===== config.mk =====
export PLATFORM = sky130hd
export DESIGN_NAME = clock_divider_multi
export DESIGN_NICKNAME = d
export VERILOG_FILES = /design/src/rtl/clock_divider_multi.sv
export SDC_FILE = /design/constraint.sdc
export NUM_CORES = 1
export LEC_CHECK = 0
export CELL_PAD_IN_SITES_DETAIL_PLACEMENT = 0
export CELL_PAD_IN_SITES_GLOBAL_PLACEMENT = 1
export CORE_MARGIN = 1.5
export CORE_UTILIZATION = 47
export CTS_CLUSTER_SIZE = 25
export DETAILED_ROUTE_END_ITERATION = 8
export GPL_TIMING_DRIVEN = 1
export PLACE_DENSITY = 0.87
export SLEW_MARGIN = 15
export SYNTH_ARGS = -nofsm -noshare
export SYNTH_HDL_FRONTEND = slang
export SYNTH_SLANG_ARGS = --single-unit

===== constraint.sdc =====
create_clock -name clock -period 10.94 [get_ports clock]
set_clock_uncertainty 0.1 [all_clocks]
set_input_delay 2.735 -clock clock [delete_from_list [all_inputs] [get_ports clock]]
set_output_delay 2.735 -clock clock [all_outputs]
set_load 0.02 [all_outputs]

===== src/rtl/clock_divider_multi.sv =====
// Multi-channel programmable clock divider. Each channel emits a 50%-duty square
// wave (period 2*D) and a one-cycle tick (period D). Outputs are clock enables, not clocks.
module clock_divider_multi #(
  parameter int unsigned CHANNELS        = 2,
  parameter int unsigned COUNT_W         = 26,
  parameter int unsigned DEFAULT_DIVISOR = 25000000
) (
  input  logic                        clock,
  input  logic                        reset_n,
  input  logic [CHANNELS-1:0]         enable,
  input  logic [CHANNELS-1:0]         load,
  input  logic [CHANNELS*COUNT_W-1:0] divisor,
  output logic [CHANNELS-1:0]         clock_out,
  output logic [CHANNELS-1:0]         tick
);

  localparam logic [COUNT_W-1:0] DEFAULT_D = COUNT_W'(DEFAULT_DIVISOR);

  logic [COUNT_W-1:0]  cnt_q     [CHANNELS];
  logic [COUNT_W-1:0]  cnt_d     [CHANNELS];
  logic [COUNT_W-1:0]  div_q     [CHANNELS];
  logic [COUNT_W-1:0]  div_d     [CHANNELS];
  logic [CHANNELS-1:0] clk_out_q, clk_out_d;
  logic [CHANNELS-1:0] tick_q, tick_d;

  // Terminal count for a divisor; a divisor of 0 behaves exactly like 1.
  function automatic logic [COUNT_W-1:0] last_count(input logic [COUNT_W-1:0] d);
    return (d == '0) ? '0 : d - COUNT_W'(1);
  endfunction

  always_comb begin
    for (int i = 0; i < CHANNELS; i++) begin
      // NOTE: every always_comb output gets a default first, so no path can infer a latch.
      cnt_d[i]     = cnt_q[i];
      div_d[i]     = div_q[i];
      clk_out_d[i] = clk_out_q[i];
      tick_d[i]    = 1'b0;

      if (load[i]) begin
        div_d[i]     = divisor[i*COUNT_W +: COUNT_W];
        cnt_d[i]     = '0;
        clk_out_d[i] = 1'b0;
      end else if (enable[i]) begin
        if (cnt_q[i] == last_count(div_q[i])) begin
          cnt_d[i]     = '0;
          tick_d[i]    = 1'b1;
          clk_out_d[i] = ~clk_out_q[i];
        end else begin
          cnt_d[i] = cnt_q[i] + COUNT_W'(1);
        end
      end
    end
  end

  // NOTE: sequential state uses non-blocking assignments so every flop samples pre-edge values.
  always_ff @(posedge clock) begin
    if (!reset_n) begin
      for (int i = 0; i < CHANNELS; i++) begin
        cnt_q[i] <= '0;
        div_q[i] <= DEFAULT_D;
      end
      clk_out_q <= '0;
      tick_q    <= '0;
    end else begin
      for (int i = 0; i < CHANNELS; i++) begin
        cnt_q[i] <= cnt_d[i];
        div_q[i] <= div_d[i];
      end
      clk_out_q <= clk_out_d;
      tick_q    <= tick_d;
    end
  end

  assign clock_out = clk_out_q;
  assign tick      = tick_q;

endmodule

==> impl_metrics.tcl <==
set metrics [dict create \
    ys_warn_count 0 \
    wl_mm 16.63 \
    drtIter0Drc 397 \
    antenna_cells 0 \
    drc 0 \
    fp.coreArea_mm2 0.01345 \
    die_x_um 121.1 \
    whs_path_depth 2 \
    overflow 0 \
    ir_worst_vdd_v 0.00007321 \
    cts_max_level 3 \
    fin_util 0.5628 \
    cts_buffers 9 \
    root_buffer "clkbuf_16" \
    synth_edf_count 0 \
    rsz0062_at_grt "no" \
    whs_ns 0.3806 \
    finalSetupViolCount 0 \
    synth_area_per_cell_um2 8.241 \
    crit_path_end_kind "flop" \
    clk_latency_ns 0.36 \
    ys_types 64 \
    dp.cells 992 \
    ctsLongestPathBuffers 2 \
    synth_fp_nets 858 \
    cts_tree "yes" \
    period_share 0.4657 \
    ys_ff_latch 108 \
    startpoint_type "input port" \
    synth_top_area_cell "dfxtp_1" \
    path_max_fanout 8 \
    postSynthCellCount 796 \
    status "finished clean" \
    pre_cts_ws_ns 5.518 \
    io_buffers 61 \
    nets 889 \
    yosysTopAreaCellShare 0.3296 \
    setup_tns_ns 0 \
    drtPass1Iterations 5 \
    worstPathRequired_ns 11.08 \
    grt_pass1_vias 5749 \
    finalHoldViolCount 0 \
    place_hpwl_mm 12.62 \
    drive_gt1_frac 0.04688 \
    area_growth_pct 15.41 \
    hold_buffers 0 \
    dr_total_vias 5816 \
    grt_max_degree 56 \
    worst_slack_ns 5.845 \
    synth_top_flop_cell "dfxtp_1" \
    cts-resized-gates 0 \
    post_drt_wl_per_cell_um 16.49 \
    ys_async_sr_fraction 0 \
    worstPathArrival_ns 5.23 \
    floorplan.initialDensity 0.4876 \
    n_fill_cell 1232 \
    p_per_area_mw_per_mm2 118.6 \
    viasPerCell 5.770 \
    ys_seq_area_frac 0.3296 \
    final_cells 1008 \
    rr_worst_depth 9 \
    antenna_found_initial 0 \
    fin_crit_ns 5.095 \
    syn_area_mm2 0.006560 \
    ant_nets 0 \
    grt_pass1_wl_mm 27.54 \
    gp_congestion 1.002 \
    rows 42 \
    die_y_um 121.1 \
    final_max_slew_viol_count 0 \
    netlist_top_cells_area "dfxtp_1 (33%), mux2i_1 (9.2%), xnor2_1 (7.2%)" \
    top_level_ports 62 \
    cts_sinks 108 \
    p_leak_nw 2.595 \
    path_class "input port to flop" \
    relSlewSlack 0.3513 \
    grt_util_all_layers 0.2358 \
    path_clk_slew_ns 0.07 \
    hp-class "flop to flop" \
    worst_slew_pin_slew_ns 0.9641 \
    die_area_mm2 0.01467 \
    post-cts-setup-buffer-count 0 \
    fmax_mhz 196.3 \
    maxCapViolCount 0 \
]
## power breakdown
| part | internal (mW) | total [mW] | switching (mW) |
|---|---|---|---|
| logic | 0.0599 | 0.114 | 0.0541 |
| registers | 0.405 | 0.425 | 0.0197 |
| clock network | 0.213 | 0.359 | 0.146 |
| total | 0.678 | 0.898 | 0.220 |
## path summary, 6_finish.rpt
path	end	slack, ns	start
min	clock_out[0]	0.38	clock_out[0]
min reg2reg	clock_out[0]	0.38	clock_out[0]
max	cnt_q[0][25]	5.85	enable[0]
max reg2reg	cnt_q[0][44]	6.20	div_q[0][46]
## layout make-up
class / instances / area [um^2] / area share
Clock buffer: 11 / 252.7 / 0.03338
Clock inverter: 5 / 81.33 / 0.01074
Inverter: 15 / 56.30 / 0.007437
Multi-Input combinational cell: 626 / 4143 / 0.5472
Sequential cell: 108 / 2162 / 0.2856
Tap cell: 176 / 220.2 / 0.02909
Timing Repair Buffer: 67 / 655.6 / 0.08660
## cells in the final DEF, fill, tap and decap left out, drive strengths merged, types with 11 or more instances in the layout
| cell | synthesis | routed |
|---|---|---|
| xnor2 | 54 | 54 |
| or4 | 13 | 13 |
| dfxtp | 108 | 108 |
| xor2 | 42 | 42 |
| and3 | 11 | 11 |
| mux2i | 60 | 60 |
| a21oi | 14 | 14 |
| nand2 | 70 | 70 |
| clkbuf | 35 | 11 |
| clkdlybuf4s50 | 0 | 61 |
| inv | 15 | 16 |
| nor3 | 21 | 21 |
| or3 | 18 | 18 |
| nor2 | 84 | 84 |
| nand3 | 39 | 39 |
| o21ai | 17 | 17 |
| nand4 | 22 | 22 |
| nor2b | 37 | 37 |
| nor4 | 27 | 27 |
## kinds of logic (layout without fill, tap and decap cells)
| group | Yosys count | after routing | synth area share |
|---|---|---|---|
| flops | 108 | 108 | 0.3296 |
| simple gates | 380 | 380 | 0.3031 |
| xor+xnor | 97 | 97 | 0.1318 |
| buf+inv | 62 | 98 | 0.03891 |
| mux | 62 | 62 | 0.09498 |
| fa+ha+maj | 4 | 4 | 0.007630 |
| compound gates | 83 | 83 | 0.09403 |
## flip-flops by register name (all words and copies together) (netlist names)
| signal | flops |
|---|---|
| clock_out | 2 |
| cnt_q | 52 |
| div_q | 52 |
| tick | 2 |
## routing by layer
metal | track usage | share of wire | vias up
li1 | - | - | 2877
met1 | 0.2678 | 0.41 | 2775
met2 | 0.4279 | 0.52 | 130
met3 | 0.04605 | 0.038 | 34
met4 | 0.1015 | 0.033 | 0
met5 | 0 | 0 | -
## critical path: stages
cell and delay [ns]:
clkdlybuf4s50_1 0.62, nand4_1 0.20, nor3_1 0.38, and2_1 0.25, nor2b_1 0.26, nor2b_1 0.22
and4_1 0.27, nand3_1 0.11, xor2_1 0.14, nor2_1 0.05
## Yosys cell counts, drive strengths merged, types with 14 or more instances
master	n
nand3	39
o21ai	17
xor2	42
nor2b	37
nand4	22
or3	18
nor4	27
nor3	21
inv	15
mux2i	60
dfxtp	108
clkbuf	35
xnor2	54
nor2	84
a21oi	14
nand2	70
## stage by stage
stage	power (mW)	cell area, um^2
CTS	0.9075	7571
finish	0.8982	7571
detailed placement	0.5467	7237
floorplan	0.5035	6560
global route	0.9364	7571
global placement	0.5438	7237
Power figures use the tool's default switching activity.
